<file path="config.mk">
export PLATFORM = sky130hd
export DESIGN_NAME = mips_multicycle_core
export DESIGN_NICKNAME = d
export VERILOG_FILES = /design/src/rtl/mips_pkg.sv /design/src/rtl/mips_multicycle_core_regfile.sv /design/src/rtl/mips_multicycle_core.sv
export SDC_FILE = /design/constraint.sdc
export NUM_CORES = 2
export LEC_CHECK = 0
export CAP_MARGIN = 10
export CORE_ASPECT_RATIO = 1.4
export CORE_UTILIZATION = 45
export CTS_BUF_LIST = sky130_fd_sc_hd__clkbuf_16
export DETAILED_ROUTE_END_ITERATION = 16
export PLACE_DENSITY = 0.65
export SKIP_LAST_GASP = 1
export SLEW_MARGIN = 25
export SYNTH_ARGS = -nofsm -noshare
export SYNTH_HDL_FRONTEND = slang
export SYNTH_SLANG_ARGS = --single-unit
</file>
<file path="constraint.sdc">
create_clock -name clk -period 48 [get_ports clk]
set_input_delay 14.4 -clock clk [delete_from_list [all_inputs] [get_ports clk]]
set_output_delay 14.4 -clock clk [all_outputs]
set_load 0.05 [all_outputs]
</file>
<file path="src/rtl/mips_pkg.sv">
// Shared definitions for the multi-cycle MIPS core: opcodes, functs, FSM states, ALU ops.
// Pure declarations plus two small decode helpers; no logic of its own.
// Imported by the core and the register file.
package mips_pkg;

  localparam logic [5:0] OP_RTYPE = 6'h00;
  localparam logic [5:0] OP_J     = 6'h02;
  localparam logic [5:0] OP_BEQ   = 6'h04;
  localparam logic [5:0] OP_ADDI  = 6'h08;
  localparam logic [5:0] OP_LW    = 6'h23;
  localparam logic [5:0] OP_SW    = 6'h2B;

  localparam logic [5:0] FN_ADD = 6'h20;
  localparam logic [5:0] FN_SUB = 6'h22;
  localparam logic [5:0] FN_AND = 6'h24;
  localparam logic [5:0] FN_OR  = 6'h25;
  localparam logic [5:0] FN_SLT = 6'h2A;

  // Encodings are visible on state_out, so they are fixed explicitly.
  typedef enum logic [2:0] {
    ST_FETCH  = 3'd0,
    ST_DECODE = 3'd1,
    ST_EXEC   = 3'd2,
    ST_MEM    = 3'd3,
    ST_WB     = 3'd4,
    ST_HALT   = 3'd7
  } state_e;

  typedef enum logic [2:0] {
    ALU_ADD,
    ALU_SUB,
    ALU_AND,
    ALU_OR,
    ALU_SLT
  } alu_op_e;

  function automatic alu_op_e funct_to_alu(input logic [5:0] fn);
    case (fn)
      FN_SUB:  return ALU_SUB;
      FN_AND:  return ALU_AND;
      FN_OR:   return ALU_OR;
      FN_SLT:  return ALU_SLT;
      default: return ALU_ADD;
    endcase
  endfunction

  // An R-type word is only legal with one of the five supported functs.
  function automatic logic op_legal(input logic [5:0] op, input logic [5:0] fn);
    case (op)
      OP_RTYPE: return (fn == FN_ADD) || (fn == FN_SUB) || (fn == FN_AND) ||
                       (fn == FN_OR)  || (fn == FN_SLT);
      OP_J, OP_BEQ, OP_ADDI, OP_LW, OP_SW: return 1'b1;
      default:  return 1'b0;
    endcase
  endfunction

endpackage

</file>
<file path="src/rtl/mips_multicycle_core_regfile.sv">
// Register file: 2 combinational read ports, 1 write port on the rising clock edge.
// Reads are zero-latency; writes land at the end of the write cycle.
// No backpressure; index 0 always reads zero and ignores writes.
module mips_regfile
  import mips_pkg::*;
#(
  parameter int XLEN = 32,
  parameter int NREG = 32
) (
  input  logic            clk,
  input  logic            rst,
  input  logic            we,
  input  logic [4:0]      waddr,
  input  logic [XLEN-1:0] wdata,
  input  logic [4:0]      raddr_a,
  output logic [XLEN-1:0] rdata_a,
  input  logic [4:0]      raddr_b,
  output logic [XLEN-1:0] rdata_b
);

  localparam int AW = (NREG > 1) ? $clog2(NREG) : 1;

  logic [XLEN-1:0] regs_q [NREG];
  logic [AW-1:0]   wa, ra, rb;

  // Indices above NREG-1 alias onto the low bits.
  assign wa = waddr[AW-1:0];
  assign ra = raddr_a[AW-1:0];
  assign rb = raddr_b[AW-1:0];

  assign rdata_a = (ra == '0) ? '0 : regs_q[ra];
  assign rdata_b = (rb == '0) ? '0 : regs_q[rb];

  // Register array: cleared on reset, written once per WB cycle.
  always_ff @(posedge clk or posedge rst) begin
    if (rst) begin
      for (int i = 0; i < NREG; i++) regs_q[i] <= '0;
    end else if (we && (wa != '0)) begin
      regs_q[wa] <= wdata;
    end
  end

endmodule

</file>
<file path="src/rtl/mips_multicycle_core.sv">
// Multi-cycle MIPS core: shared ALU, FSM fetch/decode/exec/mem/wb, unified memory port.
// CPI j 2, beq 3, sw/R/addi 4, lw 5, plus one cycle per memory wait state.
// Memory requests are held stable until mem_ack; the FSM simply stalls meanwhile.
module mips_multicycle_core
  import mips_pkg::*;
#(
  parameter int              XLEN     = 32,
  parameter int              NREG     = 32,
  parameter logic [XLEN-1:0] PC_RESET = '0
) (
  input  logic            clk,
  input  logic            rst,
  output logic            mem_req,
  output logic            mem_we,
  output logic [XLEN-1:0] mem_addr,
  output logic [XLEN-1:0] mem_wdata,
  input  logic [XLEN-1:0] mem_rdata,
  input  logic            mem_ack,
  output logic [XLEN-1:0] pc_out,
  output logic [2:0]      state_out,
  output logic            halted
);

  state_e          state_q, state_d;
  logic [XLEN-1:0] pc_q, pc_d, a_q, a_d, b_q, b_d, aluout_q, aluout_d, mdr_q, mdr_d;
  logic [31:0]     ir_q, ir_d;

  logic [5:0]      opcode, funct;
  logic [4:0]      rs, rt, rd;
  logic [XLEN-1:0] sext_imm, rf_a, rf_b, rf_wdata, alu_a, alu_b, alu_y;
  logic [4:0]      rf_waddr;
  logic            rf_we, mem_xfer;
  alu_op_e         alu_op;

  assign opcode   = ir_q[31:26];
  assign rs       = ir_q[25:21];
  assign rt       = ir_q[20:16];
  assign rd       = ir_q[15:11];
  assign funct    = ir_q[5:0];
  assign sext_imm = {{(XLEN-16){ir_q[15]}}, ir_q[15:0]};

  // Outputs decode straight from registered state so they stay put while waiting for ack;
  // gating with rst drops a pending request the moment reset rises.
  assign mem_req   = ((state_q == ST_FETCH) || (state_q == ST_MEM)) && !rst;
  assign mem_we    = (state_q == ST_MEM) && (opcode == OP_SW) && !rst;
  assign mem_addr  = (state_q == ST_MEM) ? aluout_q : pc_q;
  assign mem_wdata = b_q;
  assign mem_xfer  = mem_req && mem_ack;
  assign pc_out    = pc_q;
  assign state_out = state_q;
  assign halted    = (state_q == ST_HALT);

  mips_regfile #(.XLEN(XLEN), .NREG(NREG)) u_regfile (
    .clk     (clk),
    .rst     (rst),
    .we      (rf_we),
    .waddr   (rf_waddr),
    .wdata   (rf_wdata),
    .raddr_a (rs),
    .rdata_a (rf_a),
    .raddr_b (rt),
    .rdata_b (rf_b)
  );

  // Operand steering for the single ALU: PC+4 in fetch, branch target in decode, the op in exec.
  always_comb begin
    alu_a  = pc_q;
    alu_b  = XLEN'(4);
    alu_op = ALU_ADD;
    case (state_q)
      ST_DECODE: alu_b = {sext_imm[XLEN-3:0], 2'b00};
      ST_EXEC: begin
        alu_a = a_q;
        if (opcode == OP_RTYPE) begin
          alu_b  = b_q;
          alu_op = funct_to_alu(funct);
        end else begin
          alu_b = sext_imm;
        end
      end
      default: ;
    endcase
  end

  // Shared ALU; arithmetic wraps, slt is a signed compare.
  always_comb begin
    alu_y = alu_a + alu_b;
    case (alu_op)
      ALU_SUB: alu_y = alu_a - alu_b;
      ALU_AND: alu_y = alu_a & alu_b;
      ALU_OR:  alu_y = alu_a | alu_b;
      ALU_SLT: alu_y = {{(XLEN-1){1'b0}}, ($signed(alu_a) < $signed(alu_b))};
      default: ;
    endcase
  end

  // FSM next-state and datapath register updates.
  always_comb begin
    state_d  = state_q;
    pc_d     = pc_q;
    ir_d     = ir_q;
    a_d      = a_q;
    b_d      = b_q;
    aluout_d = aluout_q;
    mdr_d    = mdr_q;
    rf_we    = 1'b0;
    rf_waddr = rt;
    rf_wdata = aluout_q;
    case (state_q)
      ST_FETCH: if (mem_xfer) begin
        ir_d    = mem_rdata[31:0];
        pc_d    = alu_y;
        state_d = ST_DECODE;
      end
      ST_DECODE: begin
        a_d      = rf_a;
        b_d      = rf_b;
        aluout_d = alu_y;
        if (!op_legal(opcode, funct)) begin
          state_d = ST_HALT;
        end else if (opcode == OP_J) begin
          pc_d    = {pc_q[XLEN-1:28], ir_q[25:0], 2'b00};
          state_d = ST_FETCH;
        end else begin
          state_d = ST_EXEC;
        end
      end
      ST_EXEC: begin
        if (opcode == OP_BEQ) begin
          if (a_q == b_q) pc_d = aluout_q;
          state_d = ST_FETCH;
        end else begin
          aluout_d = alu_y;
          state_d  = ((opcode == OP_LW) || (opcode == OP_SW)) ? ST_MEM : ST_WB;
        end
      end
      ST_MEM: if (mem_xfer) begin
        if (opcode == OP_LW) begin
          mdr_d   = mem_rdata;
          state_d = ST_WB;
        end else begin
          state_d = ST_FETCH;
        end
      end
      ST_WB: begin
        rf_we = 1'b1;
        if (opcode == OP_RTYPE) rf_waddr = rd;
        if (opcode == OP_LW)    rf_wdata = mdr_q;
        state_d = ST_FETCH;
      end
      ST_HALT: ;
      default: state_d = ST_HALT;
    endcase
  end

  // State and datapath registers.
  always_ff @(posedge clk or posedge rst) begin
    if (rst) begin
      state_q  <= ST_FETCH;
      pc_q     <= PC_RESET;
      ir_q     <= '0;
      a_q      <= '0;
      b_q      <= '0;
      aluout_q <= '0;
      mdr_q    <= '0;
    end else begin
      state_q  <= state_d;
      pc_q     <= pc_d;
      ir_q     <= ir_d;
      a_q      <= a_d;
      b_q      <= b_d;
      aluout_q <= aluout_d;
      mdr_q    <= mdr_d;
    end
  end

endmodule

</file>
=== Word-level counts from Yosys, hierarchy flattened ===
Cells that the tools add are included.

* Register bits: 1219
* Latch bits: 0
* Bits in writable memories: 0
* Memory bits (read-only): 0
* Bits of input ports: 35
* Output and inout bits: 102
* Memories: 0

* Add/subtract/negate cells: 2
* Multiply operators: 0
* Divide/modulo/power cells: 0
* Order comparisons: 5
* Eq/ne operators: 27
* Shifts and indexed selects: 0
* Muxes and demuxes: 42
* Bitwise gates (word level): 7
* Reduce and logical (&&, ||, !) cells: 28

{| class="wikitable"
|+ Operator list
! operator !! count
|-
| bitwise mux 1024 bit || 1
|-
| two-way mux 32 bit || 16
|-
| binary-select mux 32 bit (select 5 bit) || 2
|-
| demux 32 bit (select 5 bit) || 1
|-
| one-hot mux 32 bit (2 select lines) || 2
|-
| one-hot mux 32 bit (4 select lines) || 1
|-
| one-hot mux 32 bit (3 select lines) || 1
|-
| two-way mux 28 bit || 2
|-
| == test 6 bit, second input constant || 7
|-
| adder 32 bit || 1
|-
| AND 32 bit || 1
|-
| == test 32 bit || 1
|-
| < comparator 32 bit || 1
|-
| OR 32 bit || 1
|-
| subtractor 32 bit || 1
|-
| two-way mux 3 bit || 8
|-
| >= comparator 6 bit, second input constant || 3
|-
| inverter 5 -> 6 bit || 3
|-
| one-hot mux 3 bit (6 select lines) || 1
|-
| != test 2 bit, second input constant || 7
|-
| == test 3 x 2 -> 1 bit, second input constant || 4
|-
| one-hot mux 3 bit (4 select lines) || 1
|-
| logical NOT 5 bit || 2
|-
| two-way mux 5 bit || 2
|-
| 23 further kinds || 41
|}

=== Depth between registers and ports, before layout ===
* Depth after elaboration: 9
* Gate-level depth with buffers: 19
* Gate-level depth less buffers: 16

=== By module ===
Synthesis repeated with hierarchy kept, for this count alone.

* Cell total of the unflattened synthesis: 5357
* Area, all modules: 69689.3 um^2

{| class="wikitable"
|+ Modules (own cells, without submodules)
! module !! instances !! cells an instance !! area an instance (um^2)
|-
| mips_regfile || 1 || 3614 || 54776.3
|-
| mips_multicycle_core || 1 || 1743 || 14913.1
|}

=== Worst setup path before layout ===
No wires, ideal clock.

* Path type: in2out
* From: input rst
* To: output mem_req
* Arrival: 16.178 ns
* Setup slack: 17.422 ns
* Cell stages on the path: 1
* Path through: nor4b_1

* Cells in the longest elaborated chain, start to end: 2

{| class="wikitable"
|+ RTL lines
! what !! RTL line !! text
|-
| start, declared || mips_multicycle_core.sv:12 || <nowiki>input logic rst,</nowiki>
|-
| logical NOT 1 bit (no source line) || -- ||
|-
| logical AND 1 bit || mips_multicycle_core.sv:44 || <nowiki>assign mem_req = ((state_q == ST_FETCH) || (state_q == ST_MEM)) && !rst;</nowiki>
|-
| end, declared || mips_multicycle_core.sv:13 || <nowiki>output logic mem_req,</nowiki>
|}

Every way passes these cells.

=== Final worst setup path ===
Ends and elaborated chain as after synthesis.

==> metrics <==
Max-Cap Viols=0; sequential share of the synthesized area=45.0%; grt ovf=0; status=finished, final reports clean; Max Freq=32.4 MHz; Inserted Clock Buffers=115; unrepaired setup endpoints after global routing=false; cts repair resizes=0; ANT nets after route=0; worst path arrival time=16.44 ns; top cells by count, synth=dfrtp_1 (1219), a21oi_1 (900), nand2_1 (894); Clock Latency Late Sink=0.77 ns; LEAKAGE=0.0315 uW; CP max FO=3; Post-synth EDFFs=0; synthesized cell area=just under 70000 um^2; Post-synth top flop=dfrtp_1; final core utilization=between 40 and 50%; met3 Use GR=5.30%; Worst EP required=33.60 ns; hpwl dp=149000 um; CP endpoint kind=output port; initial core utilization=45.3%; Rows=168; area growth from synthesis to layout=9.66%; Tmin final=30.84 ns; #FFs+latches synth=1219; Fin Setup TNS=0 ns; RePlAce Congestion=0.964; Slew @ Worst Pin=1.19 ns; largest net degree at the start of global routing=200; chip height=approximately 460 um; Fin. Hold Viols=0; met2 Use GR=51.7%; Reg2Reg Depth=14; CORE AREA=~150000 um^2; fin worst setup slack=17.16 ns; initial drt markers=6204; global-route wire length before repair=between 300000 and 400000 um; Final Power=4050 uW; Pre-antenna DRT Iters=9; FF-to-FF End=aluout_q[31]; hold buffer count at CTS=0; grt met1 use=41.6%; crit-path most repeated cell=clkdlybuf4s50_1; Post-synth ARST share=between 90% and 100%; initial antenna violation count=7; area share of the largest cell type after synthesis=between 40 and 50%; Cells after Synth=around 7000; DRC=0; mean area per synthesized cell=9.54 um^2; Final Max Tran Viols=0; crit path cell chain=clkdlybuf4s50_1, nor4b_1, clkdlybuf4s50_1; Rel. slew slack=between 10% and 20%; post-synth top area cell=dfrtp_1; worst setup path endpoint=mem_req; vias=approximately 57000; HP Class=reg2reg; Setup CP Type=in2out; PwrDens=~54 nW/um^2; slowest stage delay, CP=0.92 ns; Nets=6966; Syn. warnings=0; WL per Instance=27.9 um; DP Worst Slack=17.20 ns; final wirelength=248000 um; CP max stage cell=clkdlybuf4s50_1; Max Clock Skew=0.0297 ns; R2R Setup Slk=around 41 ns; gr usage total=32.3%; period utilisation layout=64.2%; # IOs=about 140; count leader, synth=dfrtp_1; worst IR drop on VDD=0.0418 mV; Setup Fix Bufs, Post-CTS=0; vias in the first global route=about 55000; H-tree Lvls=3; Worst Setup SP=rst; Setup Viol. Count Final=0; PortBufs=~140; Area contributors post-synth=dfrtp_1 (45%), mux4_2 (8.6%), a21oi_1 (6.6%); Root Buffer=clkbuf_16; CTS Sinks=1219; clock slew seen by the registers of the worst setup and hold paths=roughly 0.06 ns; Worst Setup Start Kind=primary input; global route hottest layer=met2; CTS tree=built; minimum hold slack=~0.4 ns; Mapped Nets=7236; DIE AREA=~150000 um^2; share of cells above drive strength 1=approximately an eighth; Max Buffers Root-to-Sink=3; Die W=330 um; Via-to-Cell Ratio=6.40; Netlist cell types=100; reg2reg start=state_out[0]
cells by family (layout without fill, tap and decap cells):
kind of cell / count (synthesis) / after routing / share of synthesized area (%)
compound gates: 2215 / 2215 / 18.6
xor+xnor: 36 / 36 / 0.465
fa+ha+maj: 98 / 98 / 1.83
buf+inv: 780 / 599 / 4.54
flops: 1219 / 1219 / 45.0
mux: 887 / 887 / 18.3
other cells: 0 / 3 / 0
simple gates: 1868 / 1868 / 11.3
worst max-delay path, delay by kind of cell:
kind,cells,cell delay [ns]
simple gates,1,0.61
buf+inv,2,1.42
sequential cells by signal, summed over array words and instances, names as in the netlist:
| name | cells |
|---|---|
| state_out | 3 |
| mem_wdata | 32 |
| mdr_q | 32 |
| aluout_q | 32 |
| u_regfile.regs_q | 1024 |
| a_q | 32 |
| ir_q | 32 |
| pc_out | 32 |
cell usage in the layout, fill, tap and decap left out, drive strengths merged, types with 18 or more instances in the layout:
cell type and count:
clkinv 49, inv 136, mux4 259, ha 96, clkdlybuf4s50 136, mux2i 433
nand2b 23, a31oi 20, dfrtp 1219, xnor2 32, a21o 19, o21a 25
o221ai 138, clkbuf 116, o21ai 795, o22ai 138, nor2 706, a211oi 18
a21oi 900, buf 150, nand2 895, nand3 22, nor3 116, mux2 195
final cells by class:
cell class / count / area, um^2
clock buffers: 116 / 2900
clock inverters: 90 / 662
fillers: 13718 / 75400
repair buffers: 286 / 2690
diodes: 3 / 7.51
well taps: 1955 / 2450
multi-input cells: 5104 / 34700
inverters: 107 / 405
flip-flops and latches: 1219 / 30500
layer usage:
metal  wire (um)  vias up  share of wire, %
li1            -    24917                 -
met1       95300    28308                38
met2      116000     2947                47
met3       21900      685               8.8
met4       14800        4               6.0
met5          24        -            0.0097
power breakdown:
part	total, uW	switching [uW]	internal [uW]
Combinational	1780	1200	587
Sequential	1360	192	1170
Clock	899	415	484
Total	4050	1800	2240
metrics by stage:
step	cells	area, um^2
finish	8880	74300
global route	8878	74300
CTS	8872	74200
detailed placement	8666	70600
global placement	8663	70500
floorplan	7103	67800
worst min-delay path by stage:
stage	from	depth (start not counted)	to
finish	u_regfile.regs_q[999]	0	u_regfile.regs_q[999]
CTS	u_regfile.regs_q[999]	0	u_regfile.regs_q[999]
floorplan	u_regfile.regs_q[1000]	1	u_regfile.regs_q[1000]
global placement	u_regfile.regs_q[1019]	0	u_regfile.regs_q[1019]
global route	u_regfile.regs_q[999]	0	u_regfile.regs_q[999]
detailed placement	u_regfile.regs_q[1005]	0	u_regfile.regs_q[1005]
No activity file was read; power rests on OpenSTA's default activity.
